<file path="config.mk">
export PLATFORM = sky130hd
export DESIGN_NAME = drive_cmd_arbiter
export DESIGN_NICKNAME = d
export VERILOG_FILES = /design/src/rtl/drive_cmd_arbiter_pkg.sv /design/src/rtl/drive_cmd_arbiter_hold_timer.sv /design/src/rtl/drive_cmd_arbiter.sv
export SDC_FILE = /design/constraint.sdc
export NUM_CORES = 1
export LEC_CHECK = 0
export CAP_MARGIN = 20
export CORE_ASPECT_RATIO = 1.5
export CORE_MARGIN = 3
export CORE_UTILIZATION = 52
export DETAILED_ROUTE_END_ITERATION = 6
export GPL_TIMING_DRIVEN = 0
export MAX_ROUTING_LAYER = met4
export PLACE_DENSITY = 0.79
export SYNTH_ARGS = -nofsm -noshare
export SYNTH_HDL_FRONTEND = slang
export SYNTH_SLANG_ARGS = --single-unit
export TNS_END_PERCENT = 30
</file>
<file path="constraint.sdc">
create_clock -name i_clk -period 1.9 [get_ports i_clk]
set_input_delay 0.19 -clock i_clk [delete_from_list [all_inputs] [get_ports i_clk]]
set_output_delay 0.19 -clock i_clk [all_outputs]
set_load 0.02 [all_outputs]
</file>
<file path="src/rtl/drive_cmd_arbiter_pkg.sv">
// Shared definitions for the drive command arbiter: direction-control codes,
// source indices, FSM state encoding and a small one-hot helper.
package drive_cmd_arbiter_pkg;

    localparam int unsigned NUM_SRC = 3;
    localparam int unsigned CMD_W   = 4;
    localparam int unsigned SRC_W   = 2;

    typedef logic [CMD_W-1:0] dir_cmd_t;
    typedef logic [SRC_W-1:0] src_idx_t;

    // Direction-control command codes understood by the drive block
    localparam dir_cmd_t DC_PROCEED = 4'b0000;
    localparam dir_cmd_t DC_LEFT    = 4'b0001;
    localparam dir_cmd_t DC_RIGHT   = 4'b0010;
    localparam dir_cmd_t DC_UTURN   = 4'b0100;
    localparam dir_cmd_t DC_STOP    = 4'b1000;

    localparam dir_cmd_t IDLE_CMD_DEFAULT = DC_PROCEED;

    // Source indices, lower index = higher priority
    localparam src_idx_t SRC_COL  = 2'd0;
    localparam src_idx_t SRC_NAV  = 2'd1;
    localparam src_idx_t SRC_LINE = 2'd2;

    typedef enum logic [1:0] {
        ARB_IDLE  = 2'd0,
        ARB_GRANT = 2'd1,
        ARB_GAP   = 2'd2
    } arb_state_e;

    // One-hot grant vector for a source index
    function automatic logic [NUM_SRC-1:0] src_onehot(input src_idx_t s);
        return NUM_SRC'(1) << s;
    endfunction

endpackage

</file>
<file path="src/rtl/drive_cmd_arbiter_hold_timer.sv">
// Grant-length counter for the drive command arbiter.
// Ports:
//   i_clk         system clock
//   i_rst         asynchronous reset, active low
//   i_clear       restart the count at 0 on the next edge (new grant / no grant)
//   o_min_met_c   count has reached MIN_HOLD-1 (release allowed this cycle)
//   o_wd_expire_c count equals MAX_HOLD-1 (watchdog revokes this cycle)
module drive_cmd_arbiter_hold_timer
    import drive_cmd_arbiter_pkg::*;
#(
    parameter int unsigned MIN_HOLD = 1_000_000,
    parameter int unsigned MAX_HOLD = 50_000_000
) (
    input  logic i_clk,
    input  logic i_rst,
    input  logic i_clear,
    output logic o_min_met_c,
    output logic o_wd_expire_c
);

    localparam int unsigned CNT_W  = $clog2(MAX_HOLD + 1);
    localparam int unsigned MIN_TH = (MIN_HOLD == 0) ? 0 : MIN_HOLD - 1;
    localparam int unsigned WD_TH  = (MAX_HOLD == 0) ? 0 : MAX_HOLD - 1;

    logic [CNT_W-1:0] r_hold_cnt;
    logic             w_sat;

    assign w_sat         = (r_hold_cnt == CNT_W'(MAX_HOLD));
    assign o_min_met_c   = (r_hold_cnt >= CNT_W'(MIN_TH));
    assign o_wd_expire_c = (r_hold_cnt == CNT_W'(WD_TH));

    // Counts grant cycles, holding at MAX_HOLD (only a safety grant gets there)
    always_ff @(posedge i_clk or negedge i_rst) begin
        if (!i_rst) begin
            r_hold_cnt <= '0;
        end else if (i_clear) begin
            r_hold_cnt <= '0;
        end else if (!w_sat) begin
            r_hold_cnt <= r_hold_cnt + CNT_W'(1);
        end
    end

endmodule

</file>
<file path="src/rtl/drive_cmd_arbiter.sv">
// Sole owner of the 4-bit direction-control bus into the drive block.
// Fixed-priority arbitration of three sources (0 safety, 1 navigator, 2 line
// follower) with minimum hold, grant watchdog and a dead gap between owners.
// Ports:
//   i_clk, i_rst (async, active low)
//   i_req[2:0]        level request per source, bit 0 highest priority
//   i_cmd0..i_cmd2    per-source direction commands
//   o_gnt[2:0]        registered one-hot grant
//   o_dir_control     registered command to the drive block
//   o_busy            registered, high in GRANT or GAP
//   o_timeout         registered one-cycle pulse on watchdog revoke
module drive_cmd_arbiter
    import drive_cmd_arbiter_pkg::*;
#(
    parameter int unsigned MIN_HOLD   = 1_000_000,
    parameter int unsigned MAX_HOLD   = 50_000_000,
    parameter int unsigned GAP_CYCLES = 1000,
    parameter logic [CMD_W-1:0] IDLE_CMD = IDLE_CMD_DEFAULT
) (
    input  logic               i_clk,
    input  logic               i_rst,
    input  logic [NUM_SRC-1:0] i_req,
    input  logic [CMD_W-1:0]   i_cmd0,
    input  logic [CMD_W-1:0]   i_cmd1,
    input  logic [CMD_W-1:0]   i_cmd2,
    output logic [NUM_SRC-1:0] o_gnt,
    output logic [CMD_W-1:0]   o_dir_control,
    output logic               o_busy,
    output logic               o_timeout
);

    localparam int unsigned GAP_W    = (GAP_CYCLES > 1) ? $clog2(GAP_CYCLES) : 1;
    localparam int unsigned GAP_LAST = (GAP_CYCLES == 0) ? 0 : GAP_CYCLES - 1;
    // With no gap configured a non-safety release lands straight in IDLE
    localparam arb_state_e  REL_STATE = (GAP_CYCLES == 0) ? ARB_IDLE : ARB_GAP;

    arb_state_e         r_state, w_state_nxt;
    src_idx_t           r_owner, w_owner_nxt;
    logic [GAP_W-1:0]   r_gap_cnt, w_gap_cnt_nxt;
    logic [NUM_SRC-1:0] r_lockout, w_lockout_nxt;
    logic [NUM_SRC-1:0] r_gnt, w_gnt_nxt;
    dir_cmd_t           r_dir, w_dir_nxt;
    logic               r_busy, w_busy_nxt;
    logic               r_timeout, w_timeout_nxt;

    logic [NUM_SRC-1:0] w_avail;
    logic               w_win_valid;
    src_idx_t           w_win;
    logic               w_owner_req;
    logic               w_preempt;
    logic               w_new_grant;
    logic               w_wd_fire;
    logic               w_hold_clear;
    logic               w_min_met;
    logic               w_wd_expire;

    function automatic dir_cmd_t pick_cmd(input src_idx_t s, input dir_cmd_t c0,
                                          input dir_cmd_t c1, input dir_cmd_t c2);
        case (s)
            SRC_COL: return c0;
            SRC_NAV: return c1;
            default: return c2;
        endcase
    endfunction

    function automatic logic pick_req(input src_idx_t s, input logic [NUM_SRC-1:0] r);
        case (s)
            SRC_COL: return r[0];
            SRC_NAV: return r[1];
            default: return r[2];
        endcase
    endfunction

    drive_cmd_arbiter_hold_timer #(
        .MIN_HOLD (MIN_HOLD),
        .MAX_HOLD (MAX_HOLD)
    ) u_hold_timer (
        .i_clk         (i_clk),
        .i_rst         (i_rst),
        .i_clear       (w_hold_clear),
        .o_min_met_c   (w_min_met),
        .o_wd_expire_c (w_wd_expire)
    );

    // Fixed-priority pick among requesters that are not locked out
    always_comb begin : p_prio
        w_avail     = i_req & ~r_lockout;
        w_win_valid = |w_avail;
        w_win       = SRC_LINE;
        if (w_avail[0]) begin
            w_win = SRC_COL;
        end else if (w_avail[1]) begin
            w_win = SRC_NAV;
        end
    end

    assign w_owner_req = pick_req(r_owner, i_req);
    assign w_preempt   = (r_state == ARB_GRANT) && (r_owner != SRC_COL) && i_req[0];

    // State register plus registered outputs
    always_ff @(posedge i_clk or negedge i_rst) begin
        if (!i_rst) begin
            r_state   <= ARB_IDLE;
            r_owner   <= SRC_COL;
            r_gap_cnt <= '0;
            r_lockout <= '0;
            r_gnt     <= '0;
            r_dir     <= IDLE_CMD;
            r_busy    <= 1'b0;
            r_timeout <= 1'b0;
        end else begin
            r_state   <= w_state_nxt;
            r_owner   <= w_owner_nxt;
            r_gap_cnt <= w_gap_cnt_nxt;
            r_lockout <= w_lockout_nxt;
            r_gnt     <= w_gnt_nxt;
            r_dir     <= w_dir_nxt;
            r_busy    <= w_busy_nxt;
            r_timeout <= w_timeout_nxt;
        end
    end

    // Next state; priority in GRANT is preempt > release > watchdog
    always_comb begin : p_next
        w_state_nxt   = r_state;
        w_owner_nxt   = r_owner;
        w_gap_cnt_nxt = r_gap_cnt;
        w_new_grant   = 1'b0;
        w_wd_fire     = 1'b0;
        // A lockout bit is dropped once its requester lets go
        w_lockout_nxt = r_lockout & i_req;
        case (r_state)
            ARB_IDLE: begin
                if (w_win_valid) begin
                    w_state_nxt = ARB_GRANT;
                    w_owner_nxt = w_win;
                    w_new_grant = 1'b1;
                end
            end
            ARB_GRANT: begin
                if (w_preempt) begin
                    w_owner_nxt = SRC_COL;
                    w_new_grant = 1'b1;
                end else if (r_owner == SRC_COL) begin
                    if (!i_req[0]) begin
                        w_state_nxt = ARB_IDLE;
                    end
                end else if (!w_owner_req && w_min_met) begin
                    w_state_nxt   = REL_STATE;
                    w_gap_cnt_nxt = '0;
                end else if (w_wd_expire) begin
                    w_state_nxt   = REL_STATE;
                    w_gap_cnt_nxt = '0;
                    w_wd_fire     = 1'b1;
                    w_lockout_nxt = w_lockout_nxt | src_onehot(r_owner);
                end
            end
            ARB_GAP: begin
                if (i_req[0]) begin
                    w_state_nxt = ARB_GRANT;
                    w_owner_nxt = SRC_COL;
                    w_new_grant = 1'b1;
                end else if (r_gap_cnt == GAP_W'(GAP_LAST)) begin
                    w_state_nxt = ARB_IDLE;
                end else begin
                    w_gap_cnt_nxt = r_gap_cnt + GAP_W'(1);
                end
            end
            default: begin
                w_state_nxt = ARB_IDLE;
            end
        endcase
    end

    // Next output values; the grant owner's command is frozen while its req is low
    always_comb begin : p_out
        w_gnt_nxt     = '0;
        w_dir_nxt     = IDLE_CMD;
        w_busy_nxt    = (w_state_nxt != ARB_IDLE);
        w_timeout_nxt = w_wd_fire;
        w_hold_clear  = w_new_grant || (w_state_nxt != ARB_GRANT);
        if (w_state_nxt == ARB_GRANT) begin
            w_gnt_nxt = src_onehot(w_owner_nxt);
            if (pick_req(w_owner_nxt, i_req)) begin
                w_dir_nxt = pick_cmd(w_owner_nxt, i_cmd0, i_cmd1, i_cmd2);
            end else begin
                w_dir_nxt = r_dir;
            end
        end
    end

    assign o_gnt         = r_gnt;
    assign o_dir_control = r_dir;
    assign o_busy        = r_busy;
    assign o_timeout     = r_timeout;

endmodule

</file>
==> metrics.md <==
| Metric | Value |
|---|---|
| Routed Antenna Nets | `0` |
| Failing checks | `negative setup slack` |
| Setup Skew | `0.00914 ns` |
| Worst hold margin | `about 0.40 ns` |
| Slew headroom | `62.0%` |
| # IOs | `26` |
| Yosys reg bits | `52` |
| Req. time, crit path | `2.09 ns` |
| Port-buffer cells | `25` |
| # nets final | `359` |
| GRT Util Overall | `21.4%` |
| Static Leak | `0.00152 µW` |
| Iter 0 DRT Violations | `153` |
| Power Density | `638 nW/µm²` |
| Multi-input gate area | `around 1700 µm²` |
| Endpoint type of the worst setup path | `flip-flop` |
| Critical path peak fanout | `5` |
| Post-synth top flop | `dfrtp_1` |
| Met2 Use GR | `36.0%` |
| Sequential cell area fraction in the yosys report | `between 40 and 50%` |
| Async SR Flop Fraction | `100%` |
| Inserted Clock Buffers | `5` |
| Die extent in y | `97.0 µm` |
| Syn-to-layout area delta | `29.5%` |
| Final WS setup | `-0.222 ns` |
| Vias in the first global route | `2414` |
| Grt peak-use layer | `met2` |
| Final Hold Fails | `0` |
| Max cap viols | `0` |
| Fin Setup TNS | `-4.63 ns` |
| Post-Layout Cell Count | `408` |
| Synth Warn # | `0` |
| Post-synth EDFFs | `0` |
| Share of layout cells above drive strength 1 | `between 20% and 30%` |
| Root Driver | `clkbuf_8` |
| Floorplan core area | `about 5200 µm²` |
| Drt wl/cell | `15.9 µm` |
| Final setup fails | `46` |
| Slowest CP cell | `dfrtp_1` |
| Synthesized instance count | `292` |
| Crit path launch type | `flip-flop` |
| Final Wtd Congestion | `0.910` |
| RSZ-0062 raised after global routing | `yes` |
| Crit share post-route | `112%` |
| Pwr Total | `roughly 2400 µW` |
| Placed Cells | `386` |
| Min-delay worst type | `input port to async pin` |
| DR vias/cell | `5.64` |
| Initial Util | `54.8%` |
| Largest net degree at the start of global routing | `29` |
| Placed inst area | `3230 µm²` |
| Synth Cell Area | `roughly 2900 µm²` |
| Clk Latency, worst-skew pair | `0.31 ns` |
| Worst IR Drop VDD | `around 540 µV` |
| Outcome | `finished, violations left` |
| Slowest stage delay, CP | `0.47 ns` |
| Full die area | `6470 µm²` |
| Critical path class | `flip-flop to flip-flop` |
| Minimum clock period after layout | `2.12 ns` |
| Critical Path, Cell by Cell | `ha_4 -> a2111oi_4 -> o2111a_2 -> o21ai_4 -> a21o_4 -> mux2_4` |
| Clock-pin slew on the worst setup and hold paths | `around 0.1 ns` |
| Grt met3 use | `between 4 and 5%` |
| Reg area | `1310 µm²` |
| Num rows | `32` |
| Pre-Repair DR Iteration Count | `6` |
| Drc violations | `0` |
| CTS tree | `done` |
| Arr. time, crit path | `2.31 ns` |
| Initial antenna violation count | `0` |
| Fin area | `3720 µm²` |
| Via count | `2300` |
| Fmax achieved | `approximately 470 MHz` |
| Avg Cell Area, Syn | `9.84 µm²` |
| Total gr overflow | `0` |
| First-pass GRT wire length | `10800 µm` |
| H-tree depth | `2` |
| M1 GR Usage | `24.4%` |
| Hpwl dp | `4230 µm` |
| CTS max path bufs | `2` |
| Distinct cells, synth | `51` |
| Filler Cell Count | `between 300 and 400` |
| DRT Wirelength | `roughly 6500 µm` |
| # diodes | `0` |
| Die width | `66.7 µm` |
| Pins Over Slew Limit | `0` |
| Worst Setup SP | `u_hold_timer.r_hold_cnt[1]` |
| Clk sinks | `52` |
| R2R Path Start | `u_hold_timer.r_hold_cnt[1]` |
| Syn Nets | `312` |
| Worst slew pin tran | `0.570 ns` |
[where the power goes]
part | leakage (µW) | total, µW | internal, µW | switching (µW)
clock network | 0.0000479 | 626 | 258 | 368
logic | 0.000777 | 550 | 248 | 302
registers | 0.000695 | 1200 | 1150 | 44.5
[synthesized netlist by cell type, types with 2 or more instances]
library cell | count | area share, %
inv_1 | 9 | 1.2
mux2_2 | 4 | 1.6
nor3b_2 | 2 | 0.87
buf_2 | 4 | 0.70
dfrtp_1 | 52 | 45
a211oi_2 | 4 | 1.7
mux2i_1 | 6 | 2.1
nor3_2 | 2 | 0.70
a22o_1 | 2 | 0.61
and4_1 | 5 | 1.5
nand3_1 | 15 | 2.6
a21oi_1 | 4 | 0.70
nor3_1 | 8 | 1.4
nand4_1 | 10 | 2.2
xnor2_1 | 13 | 4.0
a211oi_1 | 2 | 0.52
clkbuf_1 | 3 | 0.39
o21ai_0 | 2 | 0.35
nor2_1 | 50 | 6.5
or4_1 | 3 | 0.78
nor4_1 | 5 | 1.1
and4b_1 | 2 | 0.70
mux2_4 | 2 | 1.0
and2_1 | 4 | 0.87
and3_1 | 7 | 1.5
ha_1 | 3 | 1.3
nand2b_1 | 4 | 0.87
nor4b_1 | 2 | 0.61
xor2_1 | 19 | 5.8
a21o_1 | 2 | 0.52
nand2_1 | 20 | 2.6
nor2b_1 | 3 | 0.65
[routing by layer]
layer	wire (µm)	part of all wire, %	vias to the layer above
li1	-	-	1114
met1	2590	40	1110
met2	3490	54	56
met3	228	3.5	20
met4	193	3.0	0
met5	0	0	-
[kinds of logic (layout without fill, tap and decap cells)]
family / count (synthesis) / in the layout / synth area share (%)
AOI/OAI and AO/OA: 25 / 25 / 8.14
xor gates and xnor gates: 32 / 32 / 9.76
adders and majority gates: 4 / 4 / 1.70
buffers and inverters: 19 / 67 / 3.05
DFF: 52 / 52 / 45.3
muxes: 12 / 12 / 4.70
and+or+nand+nor: 148 / 148 / 27.4
[metrics by stage]
stage | utilization [%] | setup WS [ns]
final | 70.9 | -0.222
after global routing | 70.9 | -0.252
after CTS | 67.1 | -0.183
after detailed placement | 61.6 | -0.459
after global placement | 61.3 | -0.844
after floorplan | - | -0.0465
[worst max-delay path, delay by kind of cell (launching register included)]
family                     cells  cell delay (ns)
AOI/OAI and AO/OA              4             1.01
adders and majority gates      1             0.22
DFF                            1             0.47
muxes                          1             0.30
[area by class of cell]
| cell class | instances | area share, % |
|---|---|---|
| Clock inverter | 3 | 0.504 |
| Clock buffer | 5 | 1.85 |
| Tap cell | 68 | 2.29 |
| Timing Repair Buffer | 43 | 11.0 |
| Inverter | 10 | 1.01 |
| Multi-Input combinational cell | 221 | 46.5 |
| Sequential cell | 52 | 35.2 |
| Buffer | 6 | 1.55 |
[sequential cells by signal, indices dropped and copies added (netlist names)]
register and cells:
o_busy 1, o_dir_control 4, o_gnt 3, o_timeout 1, r_gap_cnt 10, r_lockout 3, r_owner 2, r_state 2
u_hold_timer.r_hold_cnt 26
[final timing paths]
| check | end | slack [ns] | cells past startpoint |
|---|---|---|---|
| max in group asynchronous | u_hold_timer.r_hold_cnt[18] | 0.95 | 3 |
| min | u_hold_timer.r_hold_cnt[9] | 0.40 | 2 |
| max reg2reg | r_gap_cnt[1] | -0.22 | 6 |
| min in group i_clk | r_lockout[0] | 0.51 | 1 |
| min reg2reg | r_lockout[0] | 0.51 | 1 |
| max | r_gap_cnt[1] | -0.22 | 6 |
[cells in the final DEF, fill, tap and decap left out, types with 5 or more instances in the layout]
master	n
nand3_1	14
nor3_1	7
xor2_1	19
buf_6	8
nor2_2	15
mux2i_1	6
nand4_1	10
clkdlybuf4s50_1	24
inv_1	9
nand2_1	20
and4_1	5
dfrtp_2	8
xnor2_1	13
buf_4	12
nor2_4	7
nor2_1	28
clkbuf_8	5
dfrtp_1	44
[timing repair]
item	CTS	global route
hold buffers	1	0
pin swaps	26	13
setup endpoints to repair	47	47
gates resized for setup	33	41
endpoints found under the hold margin	24	0
buffers inserted	8	6
cloned	2	0
No activity file was read; power rests on OpenSTA's default activity.
